$ cat config.mk
export PLATFORM = sky130hd
export DESIGN_NAME = hazard_stall_controller
export DESIGN_NICKNAME = d
export VERILOG_FILES = /design/src/rtl/hazard_stall_controller.sv
export SDC_FILE = /design/constraint.sdc
export NUM_CORES = 1
export LEC_CHECK = 0
export ABC_AREA = 1
export CAP_MARGIN = 20
export CORE_AREA = 2 2 60 62
export DETAILED_ROUTE_END_ITERATION = 7
export DIE_AREA = 0 0 62 64
export GPL_ROUTABILITY_DRIVEN = 0
export HOLD_SLACK_MARGIN = 0.1
export PLACE_DENSITY = 0.82
export SLEW_MARGIN = 20
export SYNTH_ARGS = -nofsm -noshare
export SYNTH_HDL_FRONTEND = slang
export SYNTH_SLANG_ARGS = --single-unit
$ cat constraint.sdc
create_clock -name CLK -period 2 [get_ports CLK]
set_clock_uncertainty 0.15 [all_clocks]
set_input_delay 0.5 -clock CLK [delete_from_list [all_inputs] [get_ports CLK]]
set_output_delay 0.5 -clock CLK [all_outputs]
set_load 0.02 [all_outputs]
$ cat src/rtl/hazard_stall_controller.sv
// Load-use / mul-div hazard stall controller beside the ID/EX stage.
// Drives PC/IF-ID stall, ID/EX bubble, ID/EX hold and EX/MEM bubble, a global
// freeze on memory busywait, and a saturating count of stalled cycles.
//
// state    | meaning
// ---------+-----------------------------------------------------------
// IDLE     | no multi-cycle stall in progress; hazards accepted here
// LU_STALL | inserting the remaining load-use bubbles into ID/EX
// MD_BUSY  | mul/div occupying EX; hold ID/EX, bubble EX/MEM
module hazard_stall_controller #(
  parameter int REG_ADDR_WIDTH   = 5,
  parameter int LOAD_USE_BUBBLES = 1,
  parameter int MULDIV_LATENCY   = 4,
  parameter int STAT_WIDTH       = 16
) (
  input  logic                      CLK,
  input  logic                      RESET,
  input  logic [REG_ADDR_WIDTH-1:0] ID_ADDR1,
  input  logic [REG_ADDR_WIDTH-1:0] ID_ADDR2,
  input  logic                      ID_OPERAND1_SELECT,
  input  logic                      ID_OPERAND2_SELECT,
  input  logic [REG_ADDR_WIDTH-1:0] EX_REG_WRITE_ADDR,
  input  logic                      EX_DATA_MEM_READ,
  input  logic                      EX_MULDIV_START,
  input  logic                      INST_MEM_BUSYWAIT,
  input  logic                      DATA_MEM_BUSYWAIT,
  output logic                      PC_STALL,
  output logic                      ID_EX_BUBBLE,
  output logic                      EX_HOLD,
  output logic                      EX_MEM_BUBBLE,
  output logic                      FREEZE,
  output logic                      LU_HAZ_SIG,
  output logic [STAT_WIDTH-1:0]     STALL_CYCLES
);

  localparam int CNT_W = 5;
  // Counter preload: cycles still to spend in the stall state after the first one.
  localparam logic [CNT_W-1:0] MD_INIT = CNT_W'(MULDIV_LATENCY - 2);
  localparam logic [CNT_W-1:0] LU_INIT = CNT_W'(LOAD_USE_BUBBLES - 1);

  typedef enum logic [1:0] {
    IDLE     = 2'd0,
    LU_STALL = 2'd1,
    MD_BUSY  = 2'd2
  } state_t;

  state_t                state_q, state_d;
  logic [CNT_W-1:0]      cnt_q, cnt_d;
  logic [STAT_WIDTH-1:0] stat_q;
  logic                  lu_haz;
  logic                  freeze;

  // Load-use detect: load in EX writing a non-x0 register that ID reads from the register file.
  always_comb begin
    lu_haz = 1'b0;
    if (!RESET && EX_DATA_MEM_READ && (EX_REG_WRITE_ADDR != '0)) begin
      lu_haz = (!ID_OPERAND1_SELECT && (ID_ADDR1 == EX_REG_WRITE_ADDR)) ||
               (!ID_OPERAND2_SELECT && (ID_ADDR2 == EX_REG_WRITE_ADDR));
    end
  end

  assign freeze       = !RESET && (INST_MEM_BUSYWAIT || DATA_MEM_BUSYWAIT);
  assign FREEZE       = freeze;
  assign LU_HAZ_SIG   = lu_haz;
  assign STALL_CYCLES = stat_q;

  // Next-state and stall controls; freeze holds everything and only stalls the front end.
  always_comb begin
    state_d       = state_q;
    cnt_d         = cnt_q;
    PC_STALL      = 1'b0;
    ID_EX_BUBBLE  = 1'b0;
    EX_HOLD       = 1'b0;
    EX_MEM_BUBBLE = 1'b0;
    if (RESET) begin
      state_d = IDLE;
      cnt_d   = '0;
    end else if (freeze) begin
      PC_STALL = 1'b1;
    end else begin
      case (state_q)
        IDLE: begin
          if (EX_MULDIV_START && (MULDIV_LATENCY > 1)) begin
            PC_STALL      = 1'b1;
            EX_HOLD       = 1'b1;
            EX_MEM_BUBBLE = 1'b1;
            if (MULDIV_LATENCY > 2) begin
              state_d = MD_BUSY;
              cnt_d   = MD_INIT;
            end
          end else if (lu_haz) begin
            PC_STALL     = 1'b1;
            ID_EX_BUBBLE = 1'b1;
            if (LOAD_USE_BUBBLES > 1) begin
              state_d = LU_STALL;
              cnt_d   = LU_INIT;
            end
          end
        end
        LU_STALL: begin
          PC_STALL     = 1'b1;
          ID_EX_BUBBLE = 1'b1;
          cnt_d        = cnt_q - CNT_W'(1);
          if (cnt_q == CNT_W'(1)) state_d = IDLE;
        end
        MD_BUSY: begin
          PC_STALL      = 1'b1;
          EX_HOLD       = 1'b1;
          EX_MEM_BUBBLE = 1'b1;
          cnt_d         = cnt_q - CNT_W'(1);
          if (cnt_q == CNT_W'(1)) state_d = IDLE;
        end
        default: begin
          state_d = IDLE;
          cnt_d   = '0;
        end
      endcase
    end
  end

  // State and stall-counter registers with synchronous reset.
  always_ff @(posedge CLK) begin
    if (RESET) begin
      state_q <= IDLE;
      cnt_q   <= '0;
    end else begin
      state_q <= state_d;
      cnt_q   <= cnt_d;
    end
  end

  // Saturating count of cycles with the front end stalled, freeze included.
  always_ff @(posedge CLK) begin
    if (RESET) begin
      stat_q <= '0;
    end else if (PC_STALL && !(&stat_q)) begin
      stat_q <= stat_q + STAT_WIDTH'(1);
    end
  end

endmodule
==> results of run 1 <==
[cell usage after synthesis, types with 3 or more instances]
cell / count / area (um^2)
ha_1: 3 / 37.54
nand2_2: 3 / 18.77
inv_2: 7 / 26.28
nand2_1: 63 / 236.5
xnor2_1: 5 / 43.79
dfxtp_1: 22 / 440.4
nor2_1: 27 / 101.4
nand3_1: 32 / 160.2
xor2_1: 10 / 87.58
a21oi_1: 18 / 90.09
inv_1: 29 / 108.9
nand4_1: 3 / 18.77
[sequential cells by signal, summed over array words and instances (netlist names)]
name	flops
STALL_CYCLES	16
cnt_q	5
state_q	1
[placed cells by master, fill, tap and decap left out, types with 2 or more instances in the layout]
cell type,count
nand4_1,3
buf_6,14
xnor2_1,5
nand2_1,55
nand2_4,3
a21oi_1,18
ha_1,3
dfxtp_1,22
buf_2,4
dlygate4sd2_1,12
dlymetal6s2s_1,5
inv_1,22
nor2_1,26
inv_4,3
inv_2,11
nand3_1,31
o21ai_0,2
clkbuf_2,5
buf_8,2
clkbuf_4,3
nor2_4,3
nor3_1,2
xor2_1,10
buf_4,15
nand2_2,9
[area by class of cell]
class / instances / area (um^2) / share of cell area, %
Multi-Input combinational cell: 177 / 964.7 / 44.85
Timing Repair Buffer: 58 / 523.0 / 24.32
Sequential cell: 22 / 440.4 / 20.48
Inverter: 36 / 142.6 / 6.632
Tap cell: 46 / 57.56 / 2.676
Clock buffer: 3 / 22.52 / 1.047
[worst max-delay path: stages]
cell     delay, ns
buf_8         0.08
inv_4         0.03
nand2_1       0.06
nand2_1       0.05
nor2_1        0.11
nand3_1       0.10
nand2_2       0.09
nand2_4       0.07
nor2_4        0.08
buf_6         0.12
[layer usage]
metal	global-route usage, %	part of all wire, %
met1	26.09	45
met2	35.68	49
met3	4.656	4.1
met4	5.053	1.5
met5	0	0
[repair_timing]
| action | 4_1_cts | 5_1_grt |
|---|---|---|
| cloned | 0 | 0 |
| pin swaps | 29 | 22 |
| setup buffers | 2 | 0 |
| endpoints found under the setup margin | 32 | 11 |
| resized for setup | 131 | 31 |
[how the worst max path moves through the flow]
stage                         start       endpoint  slack [ns]  cells past startpoint
3_3_place_gp   EX_REG_WRITE_ADDR[1]       PC_STALL       -0.88                     10
2_1_floorplan                 RESET  EX_MEM_BUBBLE       0.005                      8
4_1_cts        EX_REG_WRITE_ADDR[1]   ID_EX_BUBBLE      0.0005                     10
6_report       EX_REG_WRITE_ADDR[2]   ID_EX_BUBBLE        0.06                     10
3_5_place_dp   EX_REG_WRITE_ADDR[4]   ID_EX_BUBBLE       -0.93                     10
5_1_grt                 ID_ADDR2[3]   ID_EX_BUBBLE      -0.003                     10
[per-stage QoR]
step / setup TNS, ns / setup slack, ns / hold slack, ns
2_1_floorplan: 0 / 0.005470 / 0.2988
3_3_place_gp: -11.26 / -0.8774 / 0.3095
3_5_place_dp: -12.15 / -0.9342 / 0.3155
4_1_cts: 0 / 0.0005381 / 0.3434
5_1_grt: -0.003324 / -0.002671 / 0.3721
6_report: 0 / 0.06338 / 0.3344
[power groups by stage]
stage	clock network, uW	registers [uW]	logic, uW
2_1_floorplan	0	482	139
3_3_place_gp	0	477	247
3_5_place_dp	0	478	252
4_1_cts	212	469	251
5_1_grt	229	471	291
6_report	209	468	264
[cell families after synthesis]
family          after synthesis
xor+xnor                     15
compound gates               24
buf+inv                      42
simple gates                135
fa+ha+maj                     3
flops                        22
==> results.ini, run 1 <==
[yosys]
synth-seq-cells = 22
async_reset_ff_share_pct = 0
synth_xor_area_share_pct = 8.656
ys.flop_type = dfxtp_1
synth_edf_count = 0
yosys_warnings = 0
synth_top_family_by_area = simple AND/OR/NAND/NOR gates
synth_simple_gate_area_share_pct = 39.41
synth.distinct_cells = 25
syn_avg_cell_area_um2 = 6.298
muxShareOfSynthArea_pct = 0
seq_area_frac_synth_pct = 29.02
synth_nets = 267
syn_inst = 241
synth-compound-area-share_pct = 8.656
netlist_area_um2 = 1518
synth_adder_area_share_pct = 2.473

[layout]
fin_cells = 342
layout-drive-gt1-share_pct = 25.68
diodes = 0
area_growth_pct = 41.71
nets = 324
finalInstanceArea_um2 = 2151
fin_util_pct = 65.49
final.fill_count = 316

[placed_design]
dpl-instance-area_um2 = 2074
dpl.hpwl_mm = 2.988
portBuffers = 44
dp_cells = 337

[timing]
worst-slew-pin-transition_ns = 0.3235
final_max_slew_viol_count = 0
period_share_pct = 96.83
hold_viol = 0
relSlewSlack_pct = 78.27
setup_viol = 0
rsz0062_at_grt = yes
period_minus_slack_ns = 1.937
fmaxAchievable_mhz = 516.4

[flow_run]
max-cap-violations = 0

[global_route]
grt_pass1_wl_mm = 6.492
overflow = 0
antenna_found_initial = 0
grt_usage_pct = 20.99
grt_pass1_vias = 1527
grt_start_max_net_pins = 19

[power_and_ir_drop]
p_per_area_nw_per_um2 = 437.5
ir_drop_mv = 0.4455
power.total_uw = 941.0
p_sw_share_pct = 31.04
p_seq_share_pct = 49.8
switching_power_uw = 292.1
p_leak_uw = 0.001100
intPower_uw = 648.9
p_clk_share_pct = 22.2
comb_power_share_pct = 28.0

[clock_tree]
clk_pin_slew_worst_paths_ns = 0.13
cts_sinks = 22
cts_tree = done
holdBufCountCts = 0
clock_latency_ns = 0.32
cts_buffers = 3
clockBufferDepth = 2
ctsHtreeMaxLevel = 1
root_buffer = clkbuf_4

[worst_hold_path]
worstHoldEndpoint = STALL_CYCLES[15]
hold_class = reg2reg
hold_start = STALL_CYCLES[15]
whs_path_depth = 2

[floorplan]
die_w_um = 62
core-area_um2 = 3284
rows = 21
io_pins = 45
fp.dieH_um = 64
dieArea_um2 = 3968
initial_utilization_pct = 46.21

[critical_path]
rrSetupSlack_ns = 0.20
crit_arrival_ns = 1.29
r2r_start = STALL_CYCLES[1]
endpoint_kind = primary output
crit_type = in2out
reg2reg_depth = 9
required_ns = 1.35
r2r_end = STALL_CYCLES[10]
crit_path_start_kind = input pin
cp_max_fo = 3

[drt]
wl_per_cell_um = 11.20
drtIter0Drc = 131
antenna_left = 0
drt-total-wl_mm = 3.829
firstDrtPassIters = 4
drc = 0
via_per_inst = 4.874
vias = 1667

[status]
outcome = finished clean

No activity file was read; power rests on OpenSTA's default activity.
==> inputs of run 2 (changes only) <==
--- a/config.mk
+++ b/config.mk
@@ -7,12 +7,12 @@
 export LEC_CHECK = 0
 export ABC_AREA = 1
 export CAP_MARGIN = 20
-export CORE_AREA = 2 2 60 62
+export CORE_AREA = 2 2 75 77
 export DETAILED_ROUTE_END_ITERATION = 7
-export DIE_AREA = 0 0 62 64
+export DIE_AREA = 0 0 77 79
 export GPL_ROUTABILITY_DRIVEN = 0
 export HOLD_SLACK_MARGIN = 0.1
-export PLACE_DENSITY = 0.82
+export PLACE_DENSITY = 0.61
 export SLEW_MARGIN = 20
 export SYNTH_ARGS = -nofsm -noshare
 export SYNTH_HDL_FRONTEND = slang
==> results.ini, run 2 (synthesized netlist as in run 1, its figures left out) <==
[status]
outcome = finished clean  ; unchanged

[drt]
drc = 0  ; unchanged
firstDrtPassIters = 4  ; unchanged
vias = 1665  ; was 1667
drt-total-wl_mm = 3.989  ; was 3.829 mm
drtIter0Drc = 59  ; was 131
antenna_left = 0  ; unchanged
via_per_inst = 4.440  ; was 4.874
wl_per_cell_um = 10.64  ; was 11.20 um

[placed_design]
portBuffers = 44  ; unchanged
dpl.hpwl_mm = 3.099  ; was 2.988 mm
dp_cells = 367  ; was 337

[layout]
nets = 330  ; was 324
layout-drive-gt1-share_pct = 27.72  ; was 25.68%
final_common_cell = nand2_1  ; unchanged
fin_util_pct = 42.38  ; was 65.49%
largest_reg_flops = 16  ; unchanged
layout_common_cells = nand2_1 (56), nand3_1 (30), inv_1 (24)  ; was nand2_1 (55), nand3_1 (31), nor2_1 (26)
area_growth_pct = 49.05  ; was 41.71%
fin_cells = 375  ; was 342
final.fill_count = 591  ; was 316
diodes = 0  ; unchanged

[critical_path]
cp_max_fo = 4  ; was 3
cp.depth = 1  ; was 10
required_ns = 1.35  ; about the same
path_delay_family = buffers and inverters  ; was simple AND/OR/NAND/NOR gates
critPathSlowestCell = clkdlybuf4s50_1  ; was buf_6
r2r_end = STALL_CYCLES[9]  ; was STALL_CYCLES[10]
endpoint_kind = primary output  ; unchanged
crit_path_start_kind = flip-flop  ; was input pin
reg2reg_depth = 9  ; unchanged
crit_arrival_ns = 1.29  ; about the same
r2r_start = STALL_CYCLES[0]  ; was STALL_CYCLES[1]
rrSetupSlack_ns = 0.24  ; was 0.20 ns
critPathMaxStageDelay_ns = 0.63  ; was 0.12 ns
cp_num_buf_inv = 1  ; was 3
crit_type = reg2out  ; was in2out
crit_path_cell_trace = clkdlybuf4s50_1  ; was buf_8 -> inv_4 -> nand2_1 -> nand2_1 -> nor2_1 -> nand3_1 -> nand2_2 -> nand2_4 -> nor2_4 -> buf_6

[flow_run]
max-cap-violations = 0  ; unchanged

[clock_tree]
clockBufferDepth = 2  ; unchanged
root_buffer = clkbuf_8  ; was clkbuf_4
cts_buffers = 3  ; unchanged
clock_latency_ns = 0.27  ; was 0.32 ns
cts_sinks = 22  ; unchanged
clk_pin_slew_worst_paths_ns = 0.09  ; was 0.13 ns
ctsHtreeMaxLevel = 1  ; unchanged
cts_tree = done  ; unchanged

[timing]
fmaxAchievable_mhz = 515.5  ; was 516.4 MHz
worst-slew-pin-transition_ns = 0.3236  ; was 0.3235 ns
final_max_slew_viol_count = 0  ; unchanged
setup_viol = 0  ; unchanged
relSlewSlack_pct = 78.26  ; was 78.27%
whs_ns = 0.3285  ; was 0.3344 ns
period_share_pct = 96.99  ; was 96.83%
hold_viol = 0  ; unchanged
rsz0062_at_grt = yes  ; unchanged
period_minus_slack_ns = 1.940  ; was 1.937 ns

[global_route]
overflow = 0  ; unchanged
grt_start_max_net_pins = 19  ; unchanged
antenna_found_initial = 0  ; unchanged
grt_pass1_wl_mm = 6.568  ; was 6.492 mm
grt_pass1_vias = 1475  ; was 1527
grt_usage_pct = 13.15  ; was 20.99%

[power_and_ir_drop]
power.total_uw = 1058  ; was 941.0 uW
ir_drop_mv = 0.2813  ; was 0.4455 mV
p_leak_uw = 0.001110  ; was 0.001100 uW
p_per_area_nw_per_um2 = 467.5  ; was 437.5 nW/um^2

[floorplan]
io_pins = 45  ; unchanged
initial_utilization_pct = 28.43  ; was 46.21%
dieArea_um2 = 6083  ; was 3968 um^2
core-area_um2 = 5338  ; was 3284 um^2
fp.dieH_um = 79  ; was 64 um
die_w_um = 77  ; was 62 um
rows = 27  ; was 21

[worst_hold_path]
worstHoldEndpoint = cnt_q[1]  ; was STALL_CYCLES[15]
hold_class = reg2reg  ; unchanged
hold_start = cnt_q[1]  ; was STALL_CYCLES[15]
whs_path_depth = 1  ; was 2

run 2: cell types whose count changed in the layout (fill, tap and decap cells not counted), sizes merged:
cell,delta
dlygate4sd2,-7
clkdlybuf4s50,+7
clkdlybuf4s15,+1
buf,+5
clkbuf,+1
run 2: what timing repair did:
action	CTS	global route
resized for setup	118	29
setup endpoints to repair	25	11
hold buffers	0	0
pin swaps	30	21
buffers inserted	4	0
run 2: layout make-up:
| class | instances | area (um^2) | area share [%] |
|---|---|---|---|
| clock buffer | 4 | 55.05 | 2.434 |
| sequential | 22 | 440.4 | 19.47 |
| tap | 72 | 90.09 | 3.982 |
| timing repair buffer | 64 | 573.1 | 25.33 |
| inverter | 36 | 137.6 | 6.084 |
| multi-input combinational | 177 | 965.9 | 42.70 |
run 2: worst max path at each step:
stage                                     from               end  slack [ns]
after floorplan                          RESET     EX_MEM_BUBBLE       0.005
after global placement    EX_REG_WRITE_ADDR[1]          PC_STALL       -0.89
after detailed placement  EX_REG_WRITE_ADDR[2]      ID_EX_BUBBLE       -0.89
after CTS                          ID_ADDR2[2]      ID_EX_BUBBLE       0.004
after global routing               ID_ADDR1[1]      ID_EX_BUBBLE       -0.04
final                         STALL_CYCLES[14]  STALL_CYCLES[14]        0.06
run 2: power by group:
group	switching, uW	internal (uW)
Clock	147	176
Sequential	12.5	455
Combinational	142	125
run 2: stage by stage:
| stage | worst slack [ns] | setup TNS, ns | cell area [um^2] |
|---|---|---|---|
| 2_1_floorplan | 0.005470 | 0 | 1536 |
| 3_3_place_gp | -0.8869 | -11.77 | 2150 |
| 3_5_place_dp | -0.8910 | -12.00 | 2150 |
| 4_1_cts | 0.003662 | 0 | 2202 |
| 5_1_grt | -0.03854 | -0.09023 | 2262 |
| 6_report | 0.06024 | 0 | 2262 |
run 2: routing by layer:
metal	track usage [%]	share of wire (%)	wire length, um	vias up
li1	-	-	-	881
met4	2.857	1.0	41	0
met2	23.86	49	1971	22
met1	16.05	46	1839	758
met3	2.727	3.4	137	4
met5	0	0	0	-
